### src/rtl/jk_seq_pkg.sv
// Shared definitions for the JK command sequencer: op encodings, FSM states,
// and the JK next-state function used by the readback model.
package jk_seq_pkg;

  localparam int unsigned OP_W = 2;

  // Command op, bit-for-bit the {j,k} levels it drives
  typedef enum logic [OP_W-1:0] {
    OP_HOLD = 2'b00,
    OP_RST  = 2'b01,
    OP_SET  = 2'b10,
    OP_TGL  = 2'b11
  } op_e;

  typedef enum logic {
    S_IDLE = 1'b0,
    S_RUN  = 1'b1
  } state_e;

  // JK flip-flop characteristic function
  function automatic logic jk_next(input logic q, input logic j, input logic k);
    logic nq;
    case (op_e'({j, k}))
      OP_HOLD: nq = q;
      OP_RST:  nq = 1'b0;
      OP_SET:  nq = 1'b1;
      default: nq = ~q;
    endcase
    return nq;
  endfunction

endpackage

### src/rtl/jk_seq_fifo.sv
// Synchronous command FIFO with registered full/empty flags and level count.
// Ports:
//   clk, rst        clock; synchronous active-low reset (flushes pointers/level)
//   push_i, wr_data_i  write strobe/data (ignored while full)
//   pop_i, rd_data_o   read strobe (ignored while empty) / head entry
//   full_o, empty_o, level_o  occupancy status
module jk_seq_fifo #(
  parameter int unsigned DEPTH = 4,
  parameter int unsigned W     = 6,
  parameter int unsigned LVL_W = $clog2(DEPTH + 1)
) (
  input  logic             clk,
  input  logic             rst,
  input  logic             push_i,
  input  logic [W-1:0]     wr_data_i,
  input  logic             pop_i,
  output logic [W-1:0]     rd_data_o,
  output logic             full_o,
  output logic             empty_o,
  output logic [LVL_W-1:0] level_o
);

  localparam int unsigned AW = $clog2(DEPTH);

  logic [W-1:0]     mem_q [DEPTH];
  logic [AW-1:0]    wr_ptr_q;
  logic [AW-1:0]    rd_ptr_q;
  logic [LVL_W-1:0] level_q;
  logic [LVL_W-1:0] level_d;
  logic             full_q;
  logic             empty_q;
  logic             push_ok;
  logic             pop_ok;

  assign push_ok = push_i && !full_q;
  assign pop_ok  = pop_i && !empty_q;

  always_comb begin
    level_d = level_q + LVL_W'(push_ok) - LVL_W'(pop_ok);
  end

  // Pointers wrap naturally since DEPTH is a power of two
  always_ff @(posedge clk) begin
    if (!rst) begin
      wr_ptr_q <= '0;
      rd_ptr_q <= '0;
      level_q  <= '0;
      full_q   <= 1'b0;
      empty_q  <= 1'b1;
    end else begin
      if (push_ok) wr_ptr_q <= wr_ptr_q + AW'(1);
      if (pop_ok)  rd_ptr_q <= rd_ptr_q + AW'(1);
      level_q <= level_d;
      full_q  <= (level_d == LVL_W'(DEPTH));
      empty_q <= (level_d == '0);
    end
  end

  // Storage needs no reset; pointers define validity
  always_ff @(posedge clk) begin
    if (push_ok) mem_q[wr_ptr_q] <= wr_data_i;
  end

  assign rd_data_o = mem_q[rd_ptr_q];
  assign full_o    = full_q;
  assign empty_o   = empty_q;
  assign level_o   = level_q;

endmodule

### src/rtl/jk_cmd_sequencer.sv
// Upstream driver for a JK flip-flop: buffers hold/reset/set/toggle commands
// in a FIFO and replays each as registered {j,k} for max(cnt,1) cycles,
// chaining queued commands without a gap.
// Ports:
//   clk, rst                 clock; synchronous active-low reset
//   cmd_valid/cmd_ready      command handshake (ready = FIFO not full)
//   cmd_op, cmd_cnt          op ({j,k} levels) and repeat count
//   j, k                     registered levels to the flip-flop
//   busy                     running or commands queued
//   fifo_level               queued entries
// Optional macro JK_SEQ_READBACK_EN adds q_in/exp_q/mismatch: an internal
// flip-flop model compared against the real q, with a sticky mismatch flag.
module jk_cmd_sequencer
  import jk_seq_pkg::*;
#(
  parameter int unsigned DEPTH = 4,
  parameter int unsigned CNT_W = 4
) (
  input  logic                         clk,
  input  logic                         rst,
  input  logic                         cmd_valid,
  output logic                         cmd_ready,
  input  logic [1:0]                   cmd_op,
  input  logic [CNT_W-1:0]             cmd_cnt,
  output logic                         j,
  output logic                         k,
  output logic                         busy,
  output logic [$clog2(DEPTH+1)-1:0]   fifo_level
`ifdef JK_SEQ_READBACK_EN
  ,
  input  logic                         q_in,
  output logic                         exp_q,
  output logic                         mismatch
`endif
);

  localparam int unsigned LVL_W = $clog2(DEPTH + 1);
  localparam int unsigned FW    = OP_W + CNT_W;

  state_e           state_q, state_d;
  logic [CNT_W-1:0] rem_q, rem_d;
  logic             j_q, j_d;
  logic             k_q, k_d;
  logic             busy_q, busy_d;

  logic             push;
  logic             pop;
  logic [FW-1:0]    head;
  logic             fifo_full;
  logic             fifo_empty;
  logic [LVL_W-1:0] level;
  logic [OP_W-1:0]  head_op;
  logic [CNT_W-1:0] head_cnt;
  logic [LVL_W-1:0] level_nxt;

  assign cmd_ready = !fifo_full;
  assign push      = cmd_valid && cmd_ready;

  jk_seq_fifo #(
    .DEPTH (DEPTH),
    .W     (FW),
    .LVL_W (LVL_W)
  ) u_fifo (
    .clk       (clk),
    .rst       (rst),
    .push_i    (push),
    .wr_data_i ({cmd_op, cmd_cnt}),
    .pop_i     (pop),
    .rd_data_o (head),
    .full_o    (fifo_full),
    .empty_o   (fifo_empty),
    .level_o   (level)
  );

  assign head_op  = head[FW-1 -: OP_W];
  // A zero count still runs the command for one cycle
  assign head_cnt = (head[CNT_W-1:0] == '0) ? CNT_W'(1) : head[CNT_W-1:0];

  // Next-state: load from FIFO head when idle or on the last cycle of a run
  always_comb begin
    state_d = state_q;
    rem_d   = rem_q;
    j_d     = j_q;
    k_d     = k_q;
    pop     = 1'b0;
    case (state_q)
      S_IDLE: begin
        j_d = 1'b0;
        k_d = 1'b0;
        if (!fifo_empty) begin
          pop        = 1'b1;
          {j_d, k_d} = head_op;
          rem_d      = head_cnt;
          state_d    = S_RUN;
        end
      end
      S_RUN: begin
        if (rem_q <= CNT_W'(1)) begin
          if (!fifo_empty) begin
            pop        = 1'b1;
            {j_d, k_d} = head_op;
            rem_d      = head_cnt;
          end else begin
            j_d     = 1'b0;
            k_d     = 1'b0;
            rem_d   = '0;
            state_d = S_IDLE;
          end
        end else begin
          rem_d = rem_q - CNT_W'(1);
        end
      end
      default: state_d = S_IDLE;
    endcase
    level_nxt = level + LVL_W'(push) - LVL_W'(pop);
    busy_d    = (state_d == S_RUN) || (level_nxt != '0);
  end

  always_ff @(posedge clk) begin
    if (!rst) begin
      state_q <= S_IDLE;
      rem_q   <= '0;
      j_q     <= 1'b0;
      k_q     <= 1'b0;
      busy_q  <= 1'b0;
    end else begin
      state_q <= state_d;
      rem_q   <= rem_d;
      j_q     <= j_d;
      k_q     <= k_d;
      busy_q  <= busy_d;
    end
  end

  assign j          = j_q;
  assign k          = k_q;
  assign busy       = busy_q;
  assign fifo_level = level;

`ifdef JK_SEQ_READBACK_EN
  logic exp_q_q;
  logic mismatch_q;

  // Shadow flip-flop tracks what the real one should hold; mismatch is sticky
  always_ff @(posedge clk) begin
    if (!rst) begin
      exp_q_q    <= 1'b0;
      mismatch_q <= 1'b0;
    end else begin
      exp_q_q <= jk_next(exp_q_q, j_q, k_q);
      if (q_in != exp_q_q) mismatch_q <= 1'b1;
    end
  end

  assign exp_q    = exp_q_q;
  assign mismatch = mismatch_q;
`endif

endmodule

### config.mk
export PLATFORM = sky130hd
export DESIGN_NAME = jk_cmd_sequencer
export DESIGN_NICKNAME = d
export VERILOG_FILES = /design/src/rtl/jk_seq_pkg.sv /design/src/rtl/jk_seq_fifo.sv /design/src/rtl/jk_cmd_sequencer.sv
export SDC_FILE = /design/constraint.sdc
export NUM_CORES = 1
export LEC_CHECK = 0
export ABC_AREA = 1
export BUFFER_PORTS_ARGS = -buffer_cell sky130_fd_sc_hd__buf_2
export CORE_MARGIN = 2
export CORE_UTILIZATION = 35
export CTS_CLUSTER_DIAMETER = 50
export DETAILED_ROUTE_END_ITERATION = 12
export PLACE_DENSITY = 0.54
export SKIP_CTS_REPAIR_TIMING = 1
export SLEW_MARGIN = 20
export SYNTH_ARGS = -nofsm -noshare
export SYNTH_HDL_FRONTEND = slang
export SYNTH_SLANG_ARGS = --single-unit
### constraint.sdc
create_clock -name clk -period 5.3 [get_ports clk]
set_input_delay 0.265 -clock clk [delete_from_list [all_inputs] [get_ports clk]]
set_output_delay 0.265 -clock clk [all_outputs]
set_load 0.01 [all_outputs]
# Word level (Yosys, flattened, before mapping)

Memories as Yosys holds them, arrays and structs flattened. A register that Yosys moved wholly into a read port is not among the register bits.
Cells that the tools add are included.

Add/subtract/negate cells: 7
Order comparisons: 1
Equal/unequal tests: 3
Mux-type cells: 20
Bitwise operators: 1
Reduce and logical (&&, ||, !) cells: 9

Operator list:

| kind                                                            | count |
|---|---|
| 2-to-1 mux 4 bit                                                | 4 |
| 2-to-1 mux 1 bit                                                | 9 |
| one-hot mux 1 bit (2 select lines)                              | 4 |
| one-hot mux 4 bit (2 select lines)                              | 1 |
| adder 3 x 1 -> 3 bit                                            | 2 |
| subtractor 3 x 1 -> 3 bit                                       | 2 |
| adder 2 x 1 -> 2 bit (second input constant)                    | 2 |
| less-or-equal comparator 4 x 1 -> 1 bit (second input constant) | 1 |
| logical NOT 4 bit                                               | 1 |
| 2-to-1 mux 2 bit                                                | 2 |
| subtractor 4 x 1 -> 4 bit (second input constant)               | 1 |
| == test 3 bit (second input constant)                           | 1 |
| logical AND 1 bit                                               | 3 |
| logical NOT 3 bit                                               | 1 |
| nonzero test 3 bit                                              | 1 |
| logical NOT 1 bit                                               | 2 |
| inequality test 2 x 1 -> 1 bit (second input constant)          | 1 |
| inequality test 2 bit (second input constant)                   | 1 |
| logical OR 1 bit                                                | 1 |
| inverter 1 bit                                                  | 1 |

Bits in registers: 17
RAM bits: 24
Bits of input ports: 9
Output and inout port bits: 7
Logic and storage cells: 52
Memories: 1

Memories:

| name         | words | bits a word | read ports | clocked after Yosys merged registers in | write ports | RTL line          | RTL |
|---|---|---|---|---|---|---|---|
| u_fifo.mem_q | 4     | 6           | 1          | 1                                       | 1           | jk_seq_fifo.sv:25 | `logic [W-1:0] mem_q [DEPTH];` |

# Depth between registers and ports, before layout

Word-level depth: 6
Depth in mapped cells: 15

# Cells and area by module

A second synthesis with hierarchy kept.

Cell total of the unflattened synthesis: 222
Area total of the unflattened synthesis: 2005.7 µm²

Modules (own cells, without submodules):

| module           | instances | cells an instance | area each (µm²) | seq. area each (µm²) |
|---|---|---|---|---|
| jk_seq_fifo      | 1         | 130               | 1442.6          | 940.9 |
| jk_cmd_sequencer | 1         | 92                | 563.0           | 160.2 |

# Worst setup path before layout

No wires, ideal clock.

Path kind: register to register
Start point: reg rem_q[0]
End point: reg u_fifo.full_q, in the netlist u_fifo.full_o
Setup time: 0.079 ns
Data arrival time: 2.377 ns
Data required time: 5.221 ns
Slack: 2.845 ns
Stages on the path, launching flop included: 15
Period minus slack after synthesis: 2.455 ns
Cell sequence: dfxtp_1 -> inv_1 -> ha_1 -> inv_1 -> nand2_1 -> nand2_1 -> nand2_2 -> nand2_2 -> inv_2 -> ha_1 -> inv_1 -> ha_1 -> fa_1 -> or2_2 -> nor3_1

Longest elaborated chain between the ends: 6

RTL lines:

| item                                    | RTL line                | RTL |
|---|---|---|
| start: declaration                      | jk_cmd_sequencer.sv:41  | `logic [CNT_W-1:0] rem_q, rem_d;` |
| start signal: assignment                | jk_cmd_sequencer.sv:128 | `rem_q <= rem_d;` |
| less-or-equal comparator 4 x 1 -> 1 bit | jk_cmd_sequencer.sv:98  | `if (rem_q <= CNT_W'(1)) begin` |
| 2-to-1 mux 1 bit                        | jk_cmd_sequencer.sv:98  |  |
| one-hot mux 1 bit (2 select lines)      | jk_cmd_sequencer.sv:86  | `case (state_q)` |
| logical AND 1 bit                       | jk_seq_fifo.sv:36       | `assign pop_ok = pop_i && !empty_q;` |
| net u_fifo.pop_ok                       | jk_seq_fifo.sv:33       | `logic pop_ok;` |
| subtractor 3 x 1 -> 3 bit               | jk_seq_fifo.sv:39       | `level_d = level_q + LVL_W'(push_ok) - LVL_W'(pop_ok);` |
| net u_fifo.level_d[1]                   | jk_seq_fifo.sv:29       | `logic [LVL_W-1:0] level_d;` |
| == test 3 bit                           | jk_seq_fifo.sv:54       | `full_q <= (level_d == LVL_W'(DEPTH));` |
| end signal: assignment                  | jk_seq_fifo.sv:54       |  |
| end: declaration                        | jk_seq_fifo.sv:30       | `logic full_q;` |

The timed path passes the listed nets, and every way through them passes these cells.
A chain may end at the register's enable or synchronous reset.

# Final worst setup path

Same ends and word-level chain as after synthesis.

==> impl_results.md <==
* Status: completed
* Post-Synthesis Cells at 202
* Nets at 243
* # setup viols final at 0
* FF-to-FF Start: rem_q[0]
* Dominant cells by area after synthesis: edfxtp_1, dfxtp_1, nand2_1, ha_1, inv_1
* Top Ports at 16
* Fin crit share at 50.6%
* Clock power frac at 18.9%
* Post-Synth Adder-Cell Area at 8.66%
* Via/cell ratio at 4.34
* P_int at 686 uW
* CTS Buffer Depth at 2
* Synth area leader: edfxtp_1
* Synth warnings at 0
* Ys flop type: edfxtp_1
* Max-slew headroom at 57.8%
* Xor/xnor share of the synthesized area at 0.459%
* Clk sinks at 43
* # H-tree levels at 2
* Residual DRC at 0
* CP Cell Sequence: inv_1 > ha_1 > inv_1 > nand2_1 > nand2_1 > nand2_2 > nand2_2 > inv_2 > ha_1 > inv_1 > ha_1 > fa_1 > or2_2 > nor3_1
* DIE HEIGHT at 77.8 um
* Compound-gate portion of the synthesized area at 6.76%
* PD cells at 519 mW/mm2
* RSZ-0062 raised after global routing: false
* Ys async rst share at 0%
* Total grt overflow at 0
* Post-layout min period at 2.68 ns
* Crit path kind: reg2reg
* Final instance area at 0.00214 mm2
* Detailed Place HPWL at 2370 um
* Netlist cell types at 23
* Worst Path Required at 5.51 ns
* Skew-Pair Late Insertion Delay at 0.29 ns
* Reg2reg end: u_fifo.full_o
* Total number of vias at 1,271
* Die X at 77.8 um
* CP Capture Type: flip-flop
* Worst setup SP type: flip-flop
* Post-synthesis register bit count at 43
* Sw power at 425 uW
* Diode count at 0
* Post-DP Area at 0.00205 mm2
* Fill cells at 516
* Area Overhead vs Synth at 12.3%
* Met2 Use GR at 18.4%
* Worst setup path start: rem_q[0]
* Worst Path Buf+Inv at 4
* Net Count, Synth at 223
* Simple-Gate Fraction of Synth Area at 18.5%
* Mux cell area share after synthesis at 0%
* Crit path depth at 14
* Worst path arrival time at 2.89 ns
* Clock-pin slew on the worst setup and hold paths at 0.08 ns
* TNS Setup at 0 ns
* Post-synth top cells: nand2_1, inv_1, edfxtp_1, nor2_1, dfxtp_1
* Worst Hold Class: in2reg
* Most numerous cell in the Yosys netlist: nand2_1
* WL final at 3360 um
* CP Max Fanout at 6
* Path depth of the worst reg2reg path at 14
* 1st-pass router iterations at 4
* Syn Area/Cell at 9.44 um2
* Core Area at 0.00517 mm2
* Total Power at 1.11 mW
* Number of global-route vias before repair at 1,210
* # rows at 26
* Max Fclk at 373 MHz
* Initial drt markers at 59
* CP peak stage delay at 0.45 ns
* GPL Wtd Cong at 0.794
* Final Hold Fails at 0
* Clk root buf: clkbuf_8
* Pin count of the biggest net entering global routing at 14
* Met3 Usage GRT at 3.26%
* Clk_skew at 0.0115 ns
* Critical path capture point: u_fifo.full_o
* Sw frac at 38.3%
* Layout cells sized above 1 at 13.5%
* Slowest CP cell: fa_1
* Worst Max-Slew Pin Slew at 0.631 ns
* Share of the synthesized area in the top cell type at 37.8%
* Total Routing Usage GR at 12.3%
* TritonCTS clock tree: built
* Seq pwr share at 41.8%
* Initial Util at 36.9%
* EDFF count, synth at 24
* Gr busiest metal: met2
* Num CTS Buffers at 5
* Crit-path leading delay family: adder cells
* Syn Std Cell Area at 0.00191 mm2
* Pins Over Slew Limit at 0
* Reg2reg setup slack at 2.62 ns
* Combinational fraction of design power at 39.3%
* Largest family of logic cells by synthesized area: simple AND/OR/NAND/NOR gates
* Global-route wire length before repair at 5650 um
* DIE AREA at 0.00605 mm2
* Seq/Total Area, Yosys at 57.7%
* Worst hold stages at 1
* Routed Antenna Nets at 0
* I/O Buffers at 15
* VDD IR max at 0.141 mV
* Initial antenna violation count at 0
* Maximum capacitance violations at 0
* Leakage at 0.933 nW
* M1 GR Usage at 16.1%
* Fin util at 41.4%
* WL/cell at 11.5 um
==> state kept, by name (all words and copies together), names as in the netlist, named ones only <==
register,count
state_q,1
u_fifo.full_o,1
j,1
u_fifo.level_o,3
u_fifo.rd_ptr_q,2
k,1
u_fifo.mem_q,24
rem_q,4
u_fifo.empty_o,1
u_fifo.wr_ptr_q,2
busy,1
==> layout by cell type, fill, tap and decap left out <==
cell	count
buf_2	15
clkinv_1	1
xor2_1	1
a21oi_1	8
inv_2	2
clkbuf_1	1
fa_1	2
a21oi_2	1
nor3_1	1
o22ai_1	5
nor2_1	24
nor2_4	1
nand2_2	2
edfxtp_1	24
inv_1	32
or2_2	2
dfxtp_1	19
clkinv_2	1
clkbuf_8	6
ha_1	10
nand2_1	47
o21ai_1	1
a41oi_1	1
o21ai_0	7
nand3_1	9
==> stage by stage <==
stage | hold WS, ns | cells | setup WS (ns)
floorplan | 0.357 | 202 | 2.84
global placement | 0.448 | 285 | 2.75
detailed placement | 0.453 | 285 | 2.70
CTS | 0.174 | 293 | 2.63
global route | 0.165 | 293 | 2.38
finish | 0.186 | 293 | 2.62
==> cell type report <==
type / count / area (um2) / share of cell area [%]
Inverter: 35 / 131 / 6.13
Clock buffer: 7 / 86.3 / 4.03
Multi-Input combinational cell: 122 / 656 / 30.6
Clock inverter: 1 / 5.00 / 0.234
Timing Repair Buffer: 15 / 75.1 / 3.50
Sequential cell: 43 / 1100 / 51.4
Tap cell: 70 / 87.6 / 4.09
==> kinds of logic (layout without fill, tap and decap cells) <==
| kind of cell | Yosys count | after routing |
|---|---|---|
| AND/OR/NAND/NOR | 86 | 86 |
| flip-flops | 43 | 43 |
| buffers and inverters | 37 | 58 |
| AO/OA/AOI/OAI | 23 | 23 |
| adder cells (fa/ha/maj) | 12 | 12 |
| XOR/XNOR | 1 | 1 |
==> worst min path at each step <==
stage                               to          startpoint  slack [ns]
global route        u_fifo.mem_q[3][3]          cmd_cnt[3]        0.17
detailed placement                   j                   j        0.45
finish              u_fifo.mem_q[1][0]          cmd_cnt[0]        0.19
global placement             flip-flop  u_fifo.rd_ptr_q[1]        0.45
CTS                 u_fifo.mem_q[3][3]          cmd_cnt[3]        0.17
floorplan               u_fifo.empty_o                 rst        0.36
==> layer usage <==
layer / part of all wire, % / vias to the layer above
met2: 43 / 15
met4: 2.2 / 0
met3: 3.0 / 5
met5: 0 / -
li1: - / 686
met1: 51 / 565
==> power groups by stage <==
stage	registers, mW	clock network [mW]	logic [mW]
finish	0.464	0.210	0.437
global route	0.472	0.229	0.518
CTS	0.464	0.216	0.443
detailed placement	0.472	0	0.439
global placement	0.472	0	0.439
floorplan	0.461	0	0.346
Note: power is estimated with default switching activity, not from simulation.
